$ cat src/rtl/lc3_decode_pkg.sv
// lc3_decode_pkg: opcodes, the execute control word layout and the control field encodings for the LC-3 decode stage
package lc3_decode_pkg;

  typedef enum logic [3:0] {
    OP_BR   = 4'b0000,
    OP_ADD  = 4'b0001,
    OP_LD   = 4'b0010,
    OP_ST   = 4'b0011,
    OP_JSR  = 4'b0100,
    OP_AND  = 4'b0101,
    OP_LDR  = 4'b0110,
    OP_STR  = 4'b0111,
    OP_RTI  = 4'b1000,
    OP_NOT  = 4'b1001,
    OP_LDI  = 4'b1010,
    OP_STI  = 4'b1011,
    OP_JMP  = 4'b1100,
    OP_RES  = 4'b1101,
    OP_LEA  = 4'b1110,
    OP_TRAP = 4'b1111
  } lc3_opcode_t;

  typedef struct packed {
    logic [1:0] alu_control;
    logic [1:0] pcselect1;
    logic       pcselect2;
    logic       op2select;
  } e_control_t;

  localparam logic [1:0] ALU_ADD = 2'b00;
  localparam logic [1:0] ALU_AND = 2'b01;
  localparam logic [1:0] ALU_NOT = 2'b10;

  localparam logic [1:0] PC1_NONE = 2'b00;
  localparam logic [1:0] PC1_OFF9 = 2'b01;
  localparam logic [1:0] PC1_OFF6 = 2'b10;
  localparam logic [1:0] PC1_ZERO = 2'b11;

  localparam logic PC2_NPC = 1'b1;

  localparam logic [1:0] W_ALU = 2'b00;
  localparam logic [1:0] W_MEM = 2'b01;
  localparam logic [1:0] W_PC  = 2'b10;

  function automatic logic is_unsupported(input lc3_opcode_t op);
    return op inside {OP_JSR, OP_RTI, OP_RES, OP_TRAP};
  endfunction

endpackage

$ cat src/rtl/lc3_decode_ctrl_gen.sv
// lc3_decode_ctrl_gen: combinational opcode decoder producing execute/writeback/memory controls and branch resolution
// Optional DECODE_ILLEGAL_CHECK_EN adds the illegal output flagging JSR/RTI/RES/TRAP.
module lc3_decode_ctrl_gen
  import lc3_decode_pkg::*;
(
  input  logic [3:0] instr_op,
  input  logic [2:0] instr_nzp,
  input  logic       instr_imm,
  input  logic [2:0] psr,
  output e_control_t e_ctrl,
  output logic [1:0] w_ctrl,
  output logic       mem_ctrl,
  output logic       br
`ifdef DECODE_ILLEGAL_CHECK_EN
  ,
  output logic       illegal
`endif
);

  lc3_opcode_t op;

  assign op = lc3_opcode_t'(instr_op);

`ifdef DECODE_ILLEGAL_CHECK_EN
  assign illegal = is_unsupported(op);
`endif

  // Per-opcode control word; anything not listed (including unsupported opcodes) stays all-zero.
  always_comb begin
    e_ctrl   = '0;
    w_ctrl   = W_ALU;
    mem_ctrl = 1'b0;
    br       = 1'b0;
    case (op)
      OP_ADD: begin
        e_ctrl.alu_control = ALU_ADD;
        e_ctrl.op2select   = ~instr_imm;
      end
      OP_AND: begin
        e_ctrl.alu_control = ALU_AND;
        e_ctrl.op2select   = ~instr_imm;
      end
      OP_NOT: e_ctrl.alu_control = ALU_NOT;
      OP_BR: begin
        e_ctrl.pcselect1 = PC1_OFF9;
        e_ctrl.pcselect2 = PC2_NPC;
        br               = |(instr_nzp & psr);
      end
      OP_LD: begin
        e_ctrl.pcselect1 = PC1_OFF9;
        e_ctrl.pcselect2 = PC2_NPC;
        w_ctrl           = W_MEM;
      end
      OP_LDI: begin
        e_ctrl.pcselect1 = PC1_OFF9;
        e_ctrl.pcselect2 = PC2_NPC;
        w_ctrl           = W_MEM;
        mem_ctrl         = 1'b1;
      end
      OP_ST: begin
        e_ctrl.pcselect1 = PC1_OFF9;
        e_ctrl.pcselect2 = PC2_NPC;
      end
      OP_STI: begin
        e_ctrl.pcselect1 = PC1_OFF9;
        e_ctrl.pcselect2 = PC2_NPC;
        mem_ctrl         = 1'b1;
      end
      OP_LEA: begin
        e_ctrl.pcselect1 = PC1_OFF9;
        e_ctrl.pcselect2 = PC2_NPC;
        w_ctrl           = W_PC;
      end
      OP_LDR: begin
        e_ctrl.pcselect1 = PC1_OFF6;
        w_ctrl           = W_MEM;
      end
      OP_STR: e_ctrl.pcselect1 = PC1_OFF6;
      OP_JMP: e_ctrl.pcselect1 = PC1_ZERO;
      default: ;
    endcase
  end

endmodule

$ cat src/rtl/lc3_decode.sv
// lc3_decode: LC-3 decode stage registering the instruction, next PC and decoded control words
// Optional DECODE_ILLEGAL_CHECK_EN adds the registered illegal_op output.
module lc3_decode
  import lc3_decode_pkg::*;
(
  input  logic        clock,
  input  logic        reset,
  input  logic        enable_decode,
  input  logic [15:0] dout,
  input  logic [15:0] npc_in,
  input  logic [2:0]  psr,
  output logic [15:0] IR,
  output logic [15:0] npc_out,
  output logic [5:0]  E_Control,
  output logic [1:0]  W_Control,
  output logic        Mem_Control,
  output logic        br_taken,
  output logic        ir_valid
`ifdef DECODE_ILLEGAL_CHECK_EN
  ,
  output logic        illegal_op
`endif
);

  e_control_t e_ctrl;
  logic [1:0] w_ctrl;
  logic       mem_ctrl;
  logic       br;

  logic [15:0] ir_q, ir_d;
  logic [15:0] npc_q, npc_d;
  e_control_t  e_q, e_d;
  logic [1:0]  w_q, w_d;
  logic        mem_q, mem_d;
  logic        br_q, br_d;
  logic        valid_q, valid_d;

`ifdef DECODE_ILLEGAL_CHECK_EN
  logic illegal;
  logic ill_q, ill_d;
`endif

  lc3_decode_ctrl_gen u_ctrl_gen (
    .instr_op  (dout[15:12]),
    .instr_nzp (dout[11:9]),
    .instr_imm (dout[5]),
    .psr       (psr),
    .e_ctrl    (e_ctrl),
    .w_ctrl    (w_ctrl),
    .mem_ctrl  (mem_ctrl),
    .br        (br)
`ifdef DECODE_ILLEGAL_CHECK_EN
    ,
    .illegal   (illegal)
`endif
  );

  // Load everything on a capture; otherwise hold, except ir_valid which only marks the cycle after a capture.
  always_comb begin
    ir_d    = enable_decode ? dout     : ir_q;
    npc_d   = enable_decode ? npc_in   : npc_q;
    e_d     = enable_decode ? e_ctrl   : e_q;
    w_d     = enable_decode ? w_ctrl   : w_q;
    mem_d   = enable_decode ? mem_ctrl : mem_q;
    br_d    = enable_decode ? br       : br_q;
    valid_d = enable_decode;
`ifdef DECODE_ILLEGAL_CHECK_EN
    ill_d   = enable_decode ? illegal  : ill_q;
`endif
  end

  // Capture registers with asynchronous clear; a capture in flight when reset asserts is discarded.
  always_ff @(posedge clock or negedge reset) begin
    if (!reset) begin
      ir_q    <= '0;
      npc_q   <= '0;
      e_q     <= '0;
      w_q     <= '0;
      mem_q   <= 1'b0;
      br_q    <= 1'b0;
      valid_q <= 1'b0;
`ifdef DECODE_ILLEGAL_CHECK_EN
      ill_q   <= 1'b0;
`endif
    end else begin
      ir_q    <= ir_d;
      npc_q   <= npc_d;
      e_q     <= e_d;
      w_q     <= w_d;
      mem_q   <= mem_d;
      br_q    <= br_d;
      valid_q <= valid_d;
`ifdef DECODE_ILLEGAL_CHECK_EN
      ill_q   <= ill_d;
`endif
    end
  end

  assign IR          = ir_q;
  assign npc_out     = npc_q;
  assign E_Control   = e_q;
  assign W_Control   = w_q;
  assign Mem_Control = mem_q;
  assign br_taken    = br_q;
  assign ir_valid    = valid_q;
`ifdef DECODE_ILLEGAL_CHECK_EN
  assign illegal_op  = ill_q;
`endif

endmodule

$ cat config.mk
export PLATFORM = sky130hd
export DESIGN_NAME = lc3_decode
export DESIGN_NICKNAME = d
export VERILOG_FILES = /design/src/rtl/lc3_decode_pkg.sv /design/src/rtl/lc3_decode_ctrl_gen.sv /design/src/rtl/lc3_decode.sv
export SDC_FILE = /design/constraint.sdc
export NUM_CORES = 1
export LEC_CHECK = 0
export ABC_AREA = 0
export CORE_UTILIZATION = 35
export DETAILED_ROUTE_END_ITERATION = 8
export GPL_TIMING_DRIVEN = 1
export HOLD_SLACK_MARGIN = 0.1
export PLACE_DENSITY_LB_ADDON = 0.08
export SLEW_MARGIN = 0
export SYNTH_ARGS = -nofsm -noshare
export SYNTH_HDL_FRONTEND = slang
export SYNTH_HIERARCHICAL = 1
export SYNTH_SLANG_ARGS = --single-unit
$ cat constraint.sdc
create_clock -name clock -period 0.8 [get_ports clock]
set_clock_uncertainty 0.05 [all_clocks]
set_input_delay 0.24 -clock clock [delete_from_list [all_inputs] [get_ports clock]]
set_output_delay 0.24 -clock clock [all_outputs]
set_load 0.01 [all_outputs]
* After elaboration in Yosys (flattened, before gate mapping)
Index checks and enable logic that the tools add are counted.
** Operators by class
- Equality and inequality tests :: 11
- Multiplexer cells :: 7
- Bitwise gates (word level) :: 2
- Reductions and logical operators :: 7
** Operator list (count)
- 4-bit equality test (second input constant) :: 5
- 4-bit by 3-bit equality test with 1-bit output (second input constant) :: 3
- 4-bit by 2-bit equality test with 1-bit output (second input constant) :: 2
- 2-bit one-hot mux with 2 select lines :: 2
- 2-bit one-hot mux with 3 select lines :: 1
- 2-bit OR reduction :: 3
- 3-bit OR reduction :: 2
- 6-bit OR reduction :: 1
- 4-bit by 1-bit equality test with 1-bit output (second input constant) :: 1
- 4-bit zero test :: 1
- 1-bit 2-to-1 mux :: 4
- 3-bit AND :: 1
- 1-bit inverter :: 1
** Word-level totals
- Flip-flop bits (word level) :: 43
- Output and inout bits :: 43

* Depth between registers and ports, before layout
Gate-level depths: netlist of run 1.
- Depth in word-level cells :: 3
- Mapped depth :: 5
- Mapped depth without buffers :: 4

* By module
Netlist of run 1, hierarchy kept.
** By module, submodules not included
- lc3_decode :: instances 1, cells an instance 90, area an instance 1790.5 sq um, seq. area each 1076.0 sq um
- lc3_decode_ctrl_gen :: instances 1, cells an instance 20, area an instance 157.7 sq um, seq. area each 0.0 sq um

* Least setup slack after synthesis of run 1
No wires, ideal clock.
- Path type :: in2reg
- Start point :: in dout[15]
- End point :: reg e_q, in the netlist E_Control[1]
- Library setup time :: 0.125 ns
- Arrival :: 0.962 ns
- Slack :: -0.338 ns
- Stages :: 5
- Path buffers :: 1
- Path through :: buf_2 nand2b_1 a21oi_1 or2_1 mux2_4
** RTL lines
- start, declared :: RTL line lc3_decode.sv:9 : input logic [15:0] dout,
- end signal, assigned :: RTL line lc3_decode.sv:77 : e_q <= '0;
- end signal, assigned :: RTL line lc3_decode.sv:88 : e_q <= e_d;
- end, declared :: RTL line lc3_decode.sv:32 : e_control_t e_q, e_d;

* Worst setup path in the final report of run 1
- Start point :: reg e_q, in the netlist E_Control[1]
- End point :: out E_Control[1]
** RTL lines
- end, declared :: RTL line lc3_decode.sv:14 : output logic [5:0] E_Control,
No word-level cell between the ends.

==> results of run 1 <==
## final cells by class
type                    instances  area, um2  area share (%)
repair buffers                128       1120            35.4
multi-input cells              59        796            25.1
well taps                      70       87.6            2.76
inverters                       1       3.75           0.118
flip-flops and latches         43       1080            33.9
clock inverters                 1       5.00           0.158
clock buffers                   6       82.6            2.60
## through the flow
stage	area [um2]	setup WS, ns	cells	hold WS, ns
2_1_floorplan	1980	-0.286	110	-0.106
3_3_place_gp	2960	-0.894	276	0.182
3_5_place_dp	2960	-0.946	276	0.185
4_1_cts	3000	-0.333	297	0.118
5_1_grt	3170	-0.370	308	0.109
6_report	3170	-0.327	308	0.127
## cells in the final DEF, fill, tap and decap left out, types with 2 or more instances in the layout
| cell type | netlist | routed |
|---|---|---|
| mux2_4 | 40 | 42 |
| clkdlybuf4s50_1 | 0 | 24 |
| clkbuf_8 | 0 | 6 |
| buf_6 | 2 | 29 |
| dfrtp_1 | 43 | 43 |
| buf_16 | 0 | 2 |
| nor3b_1 | 2 | 2 |
| buf_2 | 1 | 43 |
| buf_4 | 0 | 22 |
| buf_12 | 4 | 4 |
## worst paths after layout
path / start / slack, ns / end
max: E_Control[1] / -0.33 / E_Control[1]
min: dout[10] / 0.13 / IR[10]
max reg2reg: W_Control[0] / -0.16 / W_Control[0]
min reg2reg: npc_out[10] / 0.46 / npc_out[10]
max in group asynchronous: reset / 0.09 / IR[8]
min in group asynchronous: reset / 0.40 / npc_out[13]
## per-layer routing
metal / vias up / GRT usage, % / wire [um]
met5: - / 0 / 0
met4: 0 / 5.77 / 45
met3: 5 / 3.95 / 272
met2: 59 / 25.3 / 2100
met1: 630 / 22.1 / 2110
li1: 645 / - / -
## where the power goes
part | internal, mW | switching [mW] | leakage, nW
registers | 2.37 | 0.122 | 0.519
clock network | 0.677 | 0.680 | 0.0470
logic | 0.951 | 0.486 | 1.04
## registers in the layout (all words and copies together) (netlist names)
register / count
ir_valid: 1
npc_out: 16
br_taken: 1
W_Control: 2
Mem_Control: 1
IR: 16
E_Control: 6
## logic make-up (layout without fill, tap and decap cells)
| logic type | after synthesis | after routing | share of synthesized area, % |
|---|---|---|---|
| simple gates | 12 | 12 | 5.01 |
| mux | 43 | 43 | 32.5 |
| buf+inv | 8 | 136 | 5.72 |
| flops | 43 | 43 | 55.2 |
| compound gates | 3 | 3 | 1.09 |
| xor+xnor | 1 | 1 | 0.450 |
## repair_timing
item	CTS	global route
cloned	3	0
hold endpoints to repair	43	0
hold buffers	1	0
resized for setup	225	21
pin swaps	4	0
setup buffers	15	17
setup endpoints to repair	85	85
==> impl_results.md, run 1 <==
* NumNets Final at ~280
* Fin crit share at 141%
* Post-synthesis sequential area ratio at a little under three fifths
* Critical Path, Cell by Cell: buf_2
* Worst slew margin at around three quarters
* Required time of the critical path at a little over 0.5 ns
* Fin Setup TNS at -17.02 ns
* Mean post-synth cell area at ~18 um2
* CP Launch Type: flip-flop
* Top post-synthesis cells by area: dfrtp_1 (55%), mux2_4 (31%), buf_12 (4.1%)
* Layout cell share with drive strength beyond 1 at around two thirds
* Slew at the pin closest to its max-slew limit at about 0.35 ns
* Number of I/O port buffers at 80
* Die H at about 77 um
* Final Max Slew Viols at 0
* Violated checks: negative setup slack
* CP arrival at roughly 0.84 ns
* Slowest cell on the critical path: dfrtp_1
* Count of cell types in the netlist at 22
* Net Count, Synth at 148
* Leakage at around 1.6 nW
* Rows at 26
* Via count at around 1300
* H-tree levels at 2
* FFs w/ async S/R, synth at 100%
* Post-Syn Instances at 110
* Status: complete, but fails checks
* Core area at roughly 5200 um2
* Final Wtd Congestion at slightly above 0.7
* Primary FF master, synth: dfrtp_1
* CP delay by family, top: flip-flops
* Total CTS buffers at 5
* Peak VDD IR at between 700 and 800 uV
* Worst-path clk slew at ~0.080 ns
* Initial antenna violation count at 0
* Area grow syn2layout at 62.9%
* TritonRoute pass-1 iters at 4
* Most common cell in the netlist: dfrtp_1
* Final Hold Fails at 0
* Clock Root Buffer: clkbuf_8
* Inserted Diodes at 0
* Hold WC Path Type: in2reg
* CTS sink cnt at 43
* Kind of critical path: reg2out
* Clock Latency Late Sink at approximately 0.28 ns
* TritonCTS clock tree: built
* GRT Resource Usage Total at 16.3%
* Crit. End Element: output port
* Die width at 76.6 um
* Wire per inst at 14.7 um
* # IOs at 81
* Largest fanout on the critical path at 2
* Global-route wire length before repair at between 7 and 8 mm
* Vias in the first global route at around 1400
* Synth Warn # at 6
* Max Clock Freq at a little under 0.9 GHz
* Finish-stage setup viols at 85
* Routed Antenna Nets at 0
* Crit-path max cell delay at 0.40 ns
* Cell Area, Synth at about 2000 um2
* # DRC at 0
* Hpwl dp at about 2.9 mm
* Largest net degree at the start of global routing at between 40 and 50
* Worst path bufs/invs at 1
* RSZ-0062 raised after global routing: yes
* Initial Util at 37.2%
* R2R cell count at 2
* Hold Path Stages at 2
* Maxcap violations at 0
* Area of the die at about 6000 um2
* P per Cell Area at about 1700 nW/um2
* Remaining Overflow, GRT at 0
* WP depth at 1
* Tmin final at between 1 and 1.5 ns
* Yosys top cell area share at between 50% and 60%
* FILL cells at around 420
* Routed vias/inst at between 4 and 5
* Post-synth EDFFs at 0
* Final wirelength at 4.53 mm
* Top post-synthesis cells by count: dfrtp_1 (43), mux2_4 (40), buf_12 (4)
* Final core occ at around three fifths
* CTS max path bufs at 2
* Tot Pwr at between 5 and 6 mW
* Post-synthesis register bit count at 43
* Leading area contributor after synthesis: dfrtp_1
* Initial DRC count at 21
* Fin worst setup slack at -0.327 ns
Note: power is estimated with default switching activity, not from simulation.
==> inputs of run 2 (changes only) <==
Settings changed: CORE_MARGIN from default to 2.
==> impl_results.md, run 2 (synthesis results as in run 1) <==
* CTS sink cnt at 43 (unchanged)
* Vias in the first global route at 1432 (-0.76%)
* Fin Setup TNS at -16.80 ns (+0.221 ns)
* Maxcap violations at 0 (unchanged)
* Critical Path, Cell by Cell: buf_2
* Area grow syn2layout at 56.6%
* Largest net degree at the start of global routing at 24 (-45%)
* Commonest non-fill, non-tap cells in the layout: buf_2 (44), dfrtp_1 (43), mux2_4 (42), buf_6 (26), clkdlybuf4s50_1 (24)
* H-tree levels at 2 (unchanged)
* CP delay by family, top: flip-flops
* Routed Antenna Nets at 0 (unchanged)
* Fin worst setup slack at -0.328 ns (-0.00113 ns)
* Largest fanout on the critical path at 2 (unchanged)
* Initial DRC count at 34 (+62%)
* Required time of the critical path at 0.51 ns (about the same)
* Die H at 78.6 um (+2.6%)
* Tmin final at 1.13 ns (+0.00113 ns)
* Wire per inst at 14.3 um (-2.4%)
* Rows at 27 (+3.8%)
* Peak VDD IR at 826 uV (+16%)
* Inserted Diodes at 0 (unchanged)
* Final Max Slew Viols at 0 (unchanged)
* Final wirelength at 4.36 mm (-3.7%)
* Hold WC Path Type: in2reg
* CP arrival at 0.84 ns (about the same)
* Clock Latency Late Sink at 0.28 ns (about the same)
* Leakage at 1.55 nW (-3.8%)
* Number of I/O port buffers at 80 (unchanged)
* Slew at the pin closest to its max-slew limit at 0.292 ns (-0.0549 ns)
* Hpwl dp at 2.97 mm (+2.5%)
* NumNets Final at 269 (-2.5%)
* GRT Resource Usage Total at 14.3% (-2.0 points)
* Final Wtd Congestion at 0.755 (+5.3%)
* Finish-stage setup viols at 84 (-1.2%)
* Core area at 5440 um2 (+3.8%)
* TritonRoute pass-1 iters at 4 (unchanged)
* Worst path bufs/invs at 1 (unchanged)
* Final hold slack at 0.129 ns (+0.00165 ns)
* Clock Root Buffer: clkbuf_8
* Crit-path max cell delay at 0.40 ns (about the same)
* Via count at 1337 (-0.15%)
* # IOs at 81 (unchanged)
* Layout cell share with drive strength beyond 1 at 63.8% (-1.8 points)
* FILL cells at 470 (+12%)
* P per Cell Area at 1750 nW/um2 (+4.8%)
* # DRC at 0 (unchanged)
* Fin crit share at 141% (+0.14 points)
* Worst slew margin at 80.5% (+3.7 points)
* Initial Util at 35.8% (-1.4 points)
* CTS max path bufs at 2 (unchanged)
* Slowest cell on the critical path: dfrtp_1
* Crit. End Element: output port
* Violated checks: negative setup slack
* Final Hold Fails at 0 (unchanged)
* Global-route wire length before repair at 6.87 mm (-6.8%)
* Worst-path clk slew at 0.08 ns (about the same)
* TritonCTS clock tree: built
* Die width at 78.6 um (+2.6%)
* Area of the die at 6180 um2 (+5.3%)
* Remaining Overflow, GRT at 0 (unchanged)
* Total CTS buffers at 5 (unchanged)
* Routed vias/inst at 4.40 (+1.2%)
* Commonest non-fill, non-tap cell in the layout: buf_2
* Kind of critical path: reg2out
* CP Launch Type: flip-flop
* Status: complete, but fails checks
* Initial antenna violation count at 0 (unchanged)
* RSZ-0062 raised after global routing: yes
* Max Clock Freq at 0.886 GHz (-0.10%)
## run 2: cell count changes in the layout (fill, tap and decap cells not counted), sizes merged
| cell | before | now |
|---|---|---|
| buf | 100 | 94 |
| clkbuf | 6 | 8 |
| clkdlybuf4s15 | 2 | 1 |
| clkinv | 1 | 0 |
## run 2: final cells by class
| cell class | instances | area (um2) | share of cell area (%) |
|---|---|---|---|
| Sequential cell | 43 | 1080 | 35.3 |
| Timing Repair Buffer | 121 | 1000 | 32.8 |
| Multi-Input combinational cell | 59 | 782 | 25.6 |
| Clock buffer | 8 | 100 | 3.28 |
| Tap cell | 72 | 90.1 | 2.95 |
| Inverter | 1 | 3.75 | 0.123 |
## run 2: stage by stage
| stage | total power [mW] | cells | area, um2 | utilization [%] | setup slack (ns) |
|---|---|---|---|---|---|
| 3_3_place_gp | 3.84 | 275 | 2920 | 53.8 | -0.858 |
| 2_1_floorplan | 3.10 | 110 | 1980 | - | -0.286 |
| 3_5_place_dp | 3.86 | 275 | 2920 | 53.8 | -0.894 |
| 4_1_cts | 5.30 | 299 | 2930 | 53.8 | -0.343 |
| 6_report | 5.33 | 304 | 3050 | 56.1 | -0.328 |
| 5_1_grt | 5.64 | 304 | 3050 | 56.1 | -0.365 |
## run 2: worst reg2reg max path, cell delays in order, from the launching register on
cell	delay, ns
dfrtp_1	0.41
buf_6	0.12
mux2_4	0.26
## run 2: timing repair
action / 4_1_cts / 5_1_grt
hold buffers: 1 / 0
endpoints found under the setup margin: 85 / 103
gates resized for setup: 218 / 22
buffers inserted: 20 / 12
endpoints found under the hold margin: 43 / 0
pin swaps: 2 / 1
## run 2: per-layer routing
metal | track usage, % | wire length, um | vias to the layer above
met3 | 4.60 | 340 | 4
met4 | 3.68 | 42 | 0
met1 | 18.0 | 1900 | 649
li1 | - | - | 628
met5 | 0 | 0 | -
met2 | 23.8 | 2080 | 56
## run 2: where the power goes
part	switching, mW	leakage (nW)	internal (mW)
clock network	0.695	0.0515	0.788
logic	0.462	0.979	0.889
registers	0.123	0.519	2.37
## run 2: worst paths after layout
kind | slack [ns] | to | start | cells past startpoint
worst max register to register | -0.15 | IR[10] | IR[10] | 2
worst max-delay path | -0.33 | E_Control[1] | E_Control[1] | 1
max in group asynchronous | 0.10 | IR[4] | reset | 3
min in group asynchronous | 0.41 | npc_out[7] | reset | 3
worst min-delay path | 0.13 | IR[9] | dout[9] | 2
worst min register to register | 0.45 | npc_out[10] | npc_out[10] | 1
==> inputs of run 3 (changes only) <==
--- a/constraint.sdc
+++ b/constraint.sdc
@@ -4,2 +4,2 @@
 set_output_delay 0.24 -clock clock [all_outputs]
-set_load 0.01 [all_outputs]
+set_load 0.1 [all_outputs]
==> impl_results.md, run 3 (synthesis results as in run 1) <==
* Crit. End Element: output port
* # DRC at 0 (unchanged)
* CP arrival at 0.97 ns (+0.13 ns)
* Crit-path max cell delay at 0.50 ns (+0.10 ns)
* Inserted Diodes at 0 (unchanged)
* Final hold slack at 0.126 ns (-0.00235 ns)
* FILL cells at 399 (-15%)
* Violated checks: negative setup slack
* Reg2Reg Launch Point: npc_out[7]
* RSZ-0062 raised after global routing: yes
* Multi-input combinational cell area at 783 um2 (+0.16%)
* Max Clock Freq at 0.795 GHz (-10%)
* Number of I/O port buffers at 80 (unchanged)
* Area grow syn2layout at 81.1%
* Placed Area at 3450 um2 (+18%)
* Final wirelength at 4.59 mm (+5.3%)
* Critical Path, Cell by Cell: buf_12
* CP Launch Type: flip-flop
* Final core occ at 64.9% (+8.8 points)
* Fin Setup TNS at -24.75 ns (-7.95 ns)
* Commonest non-fill, non-tap cells in the layout: buf_12 (46), dfrtp_4 (43), mux2_4 (40), clkdlybuf4s50_1 (25), buf_4 (9)
* Worst slew margin at 73.8% (-6.8 points)
* Core area at 5440 um2 (unchanged)
* Fin crit share at 157% (+16 points)
* Final Wtd Congestion at 0.831 (+10%)
* P per Cell Area at 2050 nW/um2 (+17%)
* Initial DRC count at 32 (-5.9%)
* Kind of critical path: reg2out
* Rows at 27 (unchanged)
* Peak VDD IR at 1070 uV (+29%)
* Placed insts at 267 (-2.9%)
* Largest net degree at the start of global routing at 44 (+83%)
* Tmin final at 1.26 ns (+0.129 ns)
* Worst-path clk slew at 0.08 ns (about the same)
* Sequential power share at 37.8% (-9.0 points)
* Final Max Slew Viols at 0 (unchanged)
* CTS max path bufs at 2 (unchanged)
* Leakage at 1.54 nW (-0.53%)
* Die width at 78.6 um (unchanged)
* Int Power at 4.46 mW (+10%)
* # IOs at 81 (unchanged)
* Number of setup buffers added after CTS at 0 (-100%)
* Finish-stage setup viols at 85 (+1.2%)
* Clock power frac at 19.0% (-8.8 points)
* Largest fanout on the critical path at 2 (unchanged)
* Fin area at 3530 um2 (+16%)
* WP depth at 1 (unchanged)
* Layout cell share with drive strength beyond 1 at 80.3% (+17 points)
* Clock Root Buffer: clkbuf_8
* Worst path bufs/invs at 1 (unchanged)
* Routed Antenna Nets at 0 (unchanged)
* Pre-CTS setup slack at -0.945 ns (-0.0512 ns)
* Clock Latency Late Sink at 0.29 ns (about the same)
* R2R cell count at 1 (-1)
* Required time of the critical path at 0.51 ns (about the same)
* Initial antenna violation count at 0 (unchanged)
* Routed vias/inst at 4.47 (+1.7%)
* Remaining Overflow, GRT at 0 (unchanged)
* Comb pwr share at 43.2% (+18 points)
* Hpwl dp at 3.28 mm (+11%)
* FF/Latch Area at 1240 um2 (+15%)
* Fin worst setup slack at -0.457 ns (-0.129 ns)
* Final std cells w/o fill at 275 (-9.5%)
* NumNets Final at 241 (-10%)
* Area of the die at 6180 um2 (unchanged)
* Global-route wire length before repair at 8.00 mm (+17%)
* P_sw at 2.76 mW (+120%)
* Tot Pwr at 7.23 mW (+36%)
* Hold WC Path Type: in2reg
* GRT Resource Usage Total at 16.7% (+2.4 points)
* Maxcap violations at 0 (unchanged)
* Final Hold Fails at 0 (unchanged)
* Wire per inst at 16.7 um (+16%)
* Reg-to-reg critical path endpoint: npc_out[7]
* Initial Util at 35.8% (unchanged)
* Commonest non-fill, non-tap cell in the layout: buf_12
* R2R setup slack at -0.14 ns (about the same)
* Critical Path Start: IR[13]
* Hold Path Stages at 2 (unchanged)
* Status: complete, but fails checks
* CP delay by family, top: flip-flops
* H-tree levels at 2 (unchanged)
* TritonCTS clock tree: built
* Last element of the critical path: IR[13]
* Vias in the first global route at 1496 (+4.5%)
* Slew at the pin closest to its max-slew limit at 0.393 ns (+0.101 ns)
* CTS sink cnt at 43 (unchanged)
* Die H at 78.6 um (unchanged)
* Slowest cell on the critical path: dfrtp_4
* Net Sw Frac at 38.2% (+14 points)
* TritonRoute pass-1 iters at 4 (unchanged)
* Via count at 1230 (-8.0%)
* Total CTS buffers at 5 (unchanged)
run 3: changes by cell type in the layout (fill, tap and decap cells not counted), moves of 2 or more:
cell      delta
mux2_2       +2
buf_2       -39
dfrtp_1     -43
dfrtp_4     +43
clkbuf_2     +4
mux2_4       -2
buf_12      +43
buf_4       -12
buf_6       -24
run 3: cell type report:
type,instances,share of cell area [%]
clock buffers,6,2.34
clock inverters,1,0.142
inverters,1,0.106
multi-input cells,59,22.2
flip-flops and latches,43,35.1
well taps,72,2.55
repair buffers,93,37.6
run 3: power groups by stage:
stage	Clock [mW]	Combinational (mW)	Sequential, mW
finish	1.37	3.12	2.73
global route	1.54	3.21	2.77
floorplan	0	0.477	4.15
global placement	0	3.12	2.77
CTS	1.45	3.15	2.74
detailed placement	0	3.15	2.78
run 3: worst min-delay path by stage:
stage / endpoint / from
3_5_place_dp: npc_out[11] / reset
6_report: IR[9] / dout[9]
3_3_place_gp: IR[3] / reset
4_1_cts: IR[9] / dout[9]
2_1_floorplan: E_Control[0] / reset
5_1_grt: IR[9] / dout[9]
run 3: metal layers:
layer  GRT usage (%)  part of all wire, %  wire length (um)
met1            21.1                   42              1940
met2            27.6                   50              2310
met3            4.48                  6.1               281
met4            5.79                  1.4                66
met5               0                    0                 0
run 3: timing repair:
item / 4_1_cts / 5_1_grt
pin swaps: 2 / 3
hold buffers: 1 / 0
setup endpoints to repair: 85 / 85
hold endpoints to repair: 43 / 0
gates resized for setup: 31 / 8
==> patch 1: new RTL, flow settings as in run 1 <==
The option `DECODE_ILLEGAL_CHECK_EN` is turned on by a define.
--- a/src/rtl/lc3_decode_ctrl_gen.sv
+++ b/src/rtl/lc3_decode_ctrl_gen.sv
@@ -1,4 +1,6 @@
 // lc3_decode_ctrl_gen: combinational opcode decoder producing execute/writeback/memory controls and branch resolution
 // Optional DECODE_ILLEGAL_CHECK_EN adds the illegal output flagging JSR/RTI/RES/TRAP.
+`define DECODE_ILLEGAL_CHECK_EN
+
 module lc3_decode_ctrl_gen
   import lc3_decode_pkg::*;
Function (old outputs only; new: illegal_op): kept (Yosys induction, for registers that start in step).
==> patch 1 against run 1 <==
  * Sequential cell count is 1 higher
  * Fmax is 0.29% lower
  * Area after synthesis is 2.4% higher
  * Power is 0.49% higher
  * Synthesized cell count is 6.4% higher
  * Die area is 2.4% higher
  * The run still ends with setup timing left
  * Critical endpoint is now npc_out[4]
  * Routed wire length is 4.7% higher
  * Critical path type unchanged
  * Setup slack worse by 0.0033 ns
  * Non-clock buffer count is 12 lower
  * Cell area is 3.0% lower
  * Clock power is 4% higher
  * Sequential power is 2% higher
==> patch 1: results (changes against run 1) <==
worst reg-to-reg path cell count: 2 (unchanged)
clk_lat worst skew: 0.29 ns
Setup WS post-layout: -0.331 ns (was -0.327 ns)
routed wire length: 4.74 mm (was 4.53 mm)
worst reg2reg path endpoint: IR[12] (was W_Control[0])
largest net degree at the start of global routing: 45 (was 44)
post-synth net total: 155 (was 148)
slowest stage delay, CP: 0.40 ns (about the same)
first-pass GRT wire length: 7.51 mm (was 7.36 mm)
CTS Buf Count: 5 (unchanged)
post-synth cell types: 21 (was 22)
CP top delay family: flip-flops (unchanged)
Worst R2R Setup Slack: -0.15 ns
status: finished, violations left (unchanged)
DRT iter0 DRCs: 52 (was 21)
via count: 1365 (was 1339)
endpoints failing setup: 87 (was 85)
clk buf depth: 2 (unchanged)
Clock Tree Root: clkbuf_8 (unchanged)
Synth area leaders: dfrtp_1, mux2_4, buf_12 (unchanged)
Final nets: 271 (was 276)
Hold EP: IR[11] (was IR[10])
Post-synth top cells: dfrtp_1, mux2_4, buf_12 (unchanged)
H-tree depth: 2 (unchanged)
area leader, netlist: dfrtp_1 (unchanged)
HP Class: in2reg (unchanged)
Worst Path Arrival: 0.84 ns (about the same)
Async S/R FF share, synth: 100% (unchanged)
vias in the first global route: 1539 (was 1443)
sequential fraction of the synthesis area: 55.2% (about the same)
Worst VDD drop: 0.786 mV (was 0.713 mV)
share of layout cells above drive strength 1: 62.8% (was 65.5%)
clk slew on worst S/H paths: 0.08 ns (about the same)
post-route total power: 5.31 mW (was 5.29 mW)
setup tns final: -16.76 ns (was -17.02 ns)
reg2reg start: IR[12] (was W_Control[0])
Tot GR Track Use: 16.4% (was 16.3%)
hold path cells: 2 (unchanged)
HPWL Detailed: 3.20 mm (was 2.89 mm)
first-pass iteration count of the detailed router: 6 (was 4)
initial antenna violation count: 0 (unchanged)
failing checks: setup timing (unchanged)
Ys Warns: 6 (unchanged)
Antenna Cells: 0 (unchanged)
# port buffers: 81 (was 80)
critical path's slowest cell: dfrtp_1 (unchanged)
CP Max Fanout: 2 (unchanged)
Pleak: 1.55 nW (was 1.61 nW)
worst slew pin tran: 0.325 ns (was 0.347 ns)
RePlAce Congestion: 0.752 (was 0.717)
Hold Startpoint: dout[11] (was dout[10])
## patch 1: cell count changes after synthesis, moves of 2 or more
| cell | change |
|---|---|
| nor2_1 | +3 |
| o21ai_1 | +2 |
| nand2_1 | +2 |
| nor3_1 | -2 |
| buf_4 | +2 |
| nor3b_1 | -2 |
## patch 1: area by class of cell
cell class | count | area [sq um]
multi-input cells | 65 | 825
clock inverters | 1 | 7.51
well taps | 72 | 90.1
clock buffers | 7 | 86.3
fillers | 496 | 2430
repair buffers | 116 | 965
inverters | 1 | 3.75
flip-flops and latches | 44 | 1100
## patch 1: logic make-up after synthesis
group	share of synthesized area (%)
AO/OA/AOI/OAI	1.50
XOR/XNOR	0.439
buffers and inverters	5.52
flip-flops	55.2
multiplexers	32.3
AND/OR/NAND/NOR	5.08
## patch 1: power breakdown
group | switching [mW] | internal (mW) | total, mW
Sequential | 0.123 | 2.43 | 2.55
Combinational | 0.491 | 0.851 | 1.34
Clock | 0.719 | 0.701 | 1.42
Total | 1.33 | 3.98 | 5.31
## patch 1: per-stage QoR
stage               std cells  hold WS (ns)  instance area [sq um]  worst slack [ns]
floorplan                 117        -0.106                   2020            -0.333
global placement          280         0.182                   2960            -0.820
detailed placement        280         0.186                   2960            -0.883
CTS                       302         0.153                   2970            -0.342
global route              306         0.159                   3080            -0.375
finish                    306         0.161                   3080            -0.331
## patch 1: timing repair
action,4_1_cts,5_1_grt
pin swaps,5,1
gates resized for setup,229,18
setup endpoints to repair,87,87
endpoints found under the hold margin,44,0
setup buffers,13,16
hold buffers,1,0
## patch 1: how the worst max path moves through the flow
stage / start / to / slack (ns)
CTS: E_Control[2] / E_Control[2] / -0.34
detailed placement: dout[10] / br_taken / -0.88
global route: E_Control[2] / E_Control[2] / -0.37
floorplan: dout[9] / br_taken / -0.33
global placement: dout[9] / br_taken / -0.82
finish: npc_out[4] / npc_out[4] / -0.33
## patch 1: metal layers
metal / GRT usage (%) / vias to the layer above / wire [um]
met3: 3.29 / 10 / 225
met4: 8.49 / 0 / 97
li1: - / 639 / -
met2: 25.8 / 53 / 2300
met1: 21.2 / 663 / 2120
met5: 0 / - / 0
==> patch 2: new RTL, settings of run 1 <==
Without the edit above. `ir_q` no longer has a reset.
--- a/src/rtl/lc3_decode.sv
+++ b/src/rtl/lc3_decode.sv
@@ -73,5 +73,4 @@
   always_ff @(posedge clock or negedge reset) begin
     if (!reset) begin
-      ir_q    <= '0;
       npc_q   <= '0;
       e_q     <= '0;
@@ -84,5 +83,4 @@
 `endif
     end else begin
-      ir_q    <= ir_d;
       npc_q   <= npc_d;
       e_q     <= e_d;
@@ -95,4 +93,8 @@
 `endif
     end
+  end
+
+  always_ff @(posedge clock) begin
+    ir_q <= ir_d;
   end
 
Formal check against the unedited RTL: not equivalent (a bounded check fails within 4 cycles, from zero or initial values and one cycle with reset low).
==> patch 2 against run 1 <==
  * The flow still finishes with violations (setup timing)
  * Count of clock-buffer cells in the layout increased by 1
  * Area after synthesis decreased by 11%
  * Critical endpoint is now npc_out[15]
  * Final cell count decreased by 11%
  * Via count decreased by 8.9%
  * Global-route usage decreased by 0.66 points
  * Non-clock buffer count decreased by 17
  * Sequential cell count unchanged
  * Cell area decreased by 10%
  * Sequential share of layout area increased by 6.7 points
  * Power decreased by 5.2%
  * Worst hold slack got worse by 0.048 ns
  * Setup slack improved by 0.0057 ns
  * Routed wire length decreased by 11%
  * Critical path type unchanged
  * Die area decreased by 11%
==> patch 2: results (changes against run 1) <==
Post-synth top cells: dfrtp_1, mux2_4, edfxtp_1, mux2_2 (was dfrtp_1, mux2_4, buf_12)
Filler cells: 413 (was 418)
Internal: 3.85 mW (was 4.00 mW)
core box area: 4750 sq um (was 5240 sq um)
clock share of power: 27.2% (was 25.7%)
final std cells w/o fill: 273 (was 308)
register area: 1160 sq um (was 1080 sq um)
clock network area share: 3.16% (was 2.76%)
Setup WS post-layout: -0.321 ns (was -0.327 ns)
endpoints failing setup: 69 (was 85)
clk_buf instances: 7 (was 6)
RePlAce Congestion: 0.814 (was 0.717)
Post-synth EDFFs: 16 (was 0)
worst reg2reg path endpoint: npc_out[13] (was W_Control[0])
post-synth net total: 130 (was 148)
Hold Startpoint: dout[9] (was dout[10])
largest net degree at the start of global routing: 28 (was 44)
Tot GR Track Use: 15.6% (was 16.3%)
vias in the first global route: 1215 (was 1443)
Final nets: 243 (was 276)
post-synth cell types: 23 (was 22)
Worst slew margin: 68.9% (was 76.9%)
Mapped Cells: 92 (was 110)
Comb pwr share: 21.7% (was 27.2%)
sequential fraction of the synthesis area: 66.7% (was 55.2%)
hold slack: 0.0787 ns (was 0.127 ns)
pre-CTS setup slack: -0.873 ns (was -0.946 ns)
Hold EP: IR[9] (was IR[10])
DRT iter0 DRCs: 33 (was 21)
placed cell count: 250 (was 276)
status: finished, violations left (unchanged)
#MultiIn Comb: 43 (was 59)
failing checks: setup timing (unchanged)
Synth area leaders: dfrtp_1, edfxtp_1, mux2_4 (was dfrtp_1, mux2_4, buf_12)
reg2reg start: npc_out[13] (was W_Control[0])
non-clock buffer count in the final layout: 111 (was 128)
hold path cells: 1 (was 2)
comb pwr: 1.09 mW (was 1.44 mW)
-- patch 2: cell types whose count changed after synthesis, sizes merged --
| cell | before | now |
|---|---|---|
| dfrtp | 43 | 27 |
| edfxtp | 0 | 16 |
| mux2 | 42 | 26 |
| buf | 7 | 5 |
-- patch 2: worst max-delay path by stage --
stage	start	end	slack, ns	depth (start not counted)
2_1_floorplan	dout[9]	br_taken	-0.29	3
3_3_place_gp	dout[9]	br_taken	-0.85	4
3_5_place_dp	dout[9]	br_taken	-0.87	4
4_1_cts	npc_out[11]	npc_out[11]	-0.32	1
5_1_grt	npc_out[15]	npc_out[15]	-0.36	1
6_report	npc_out[15]	npc_out[15]	-0.32	1
-- patch 2: metal layers --
layer / GRT usage (%) / up-vias / part of all wire, %
li1: - / 559 / -
met1: 20.2 / 602 / 43
met2: 23.8 / 53 / 47
met3: 5.00 / 6 / 8.2
met4: 7.63 / 0 / 1.8
met5: 0 / - / 0
-- patch 2: logic make-up (layout without fill, tap and decap cells) --
logic type	after synthesis	in the layout	share of synthesized area, %
flip-flops	43	43	66.7
multiplexers	27	27	21.8
AND/OR/NAND/NOR	12	12	5.63
buffers and inverters	6	120	4.12
AO/OA/AOI/OAI	3	3	1.23
XOR/XNOR	1	1	0.506
-- patch 2: per-stage QoR --
step / area (sq um) / setup TNS, ns
3_5_place_dp: 2740 / -35.12
2_1_floorplan: 1770 / -4.12
5_1_grt: 2850 / -17.06
4_1_cts: 2730 / -14.57
3_3_place_gp: 2740 / -34.76
6_report: 2850 / -14.80
-- patch 2: what timing repair did --
action	in CTS	in global routing
resized for setup	229	16
pin swaps	6	3
setup endpoints to repair	72	69
hold endpoints to repair	4	4
buffers inserted	8	12
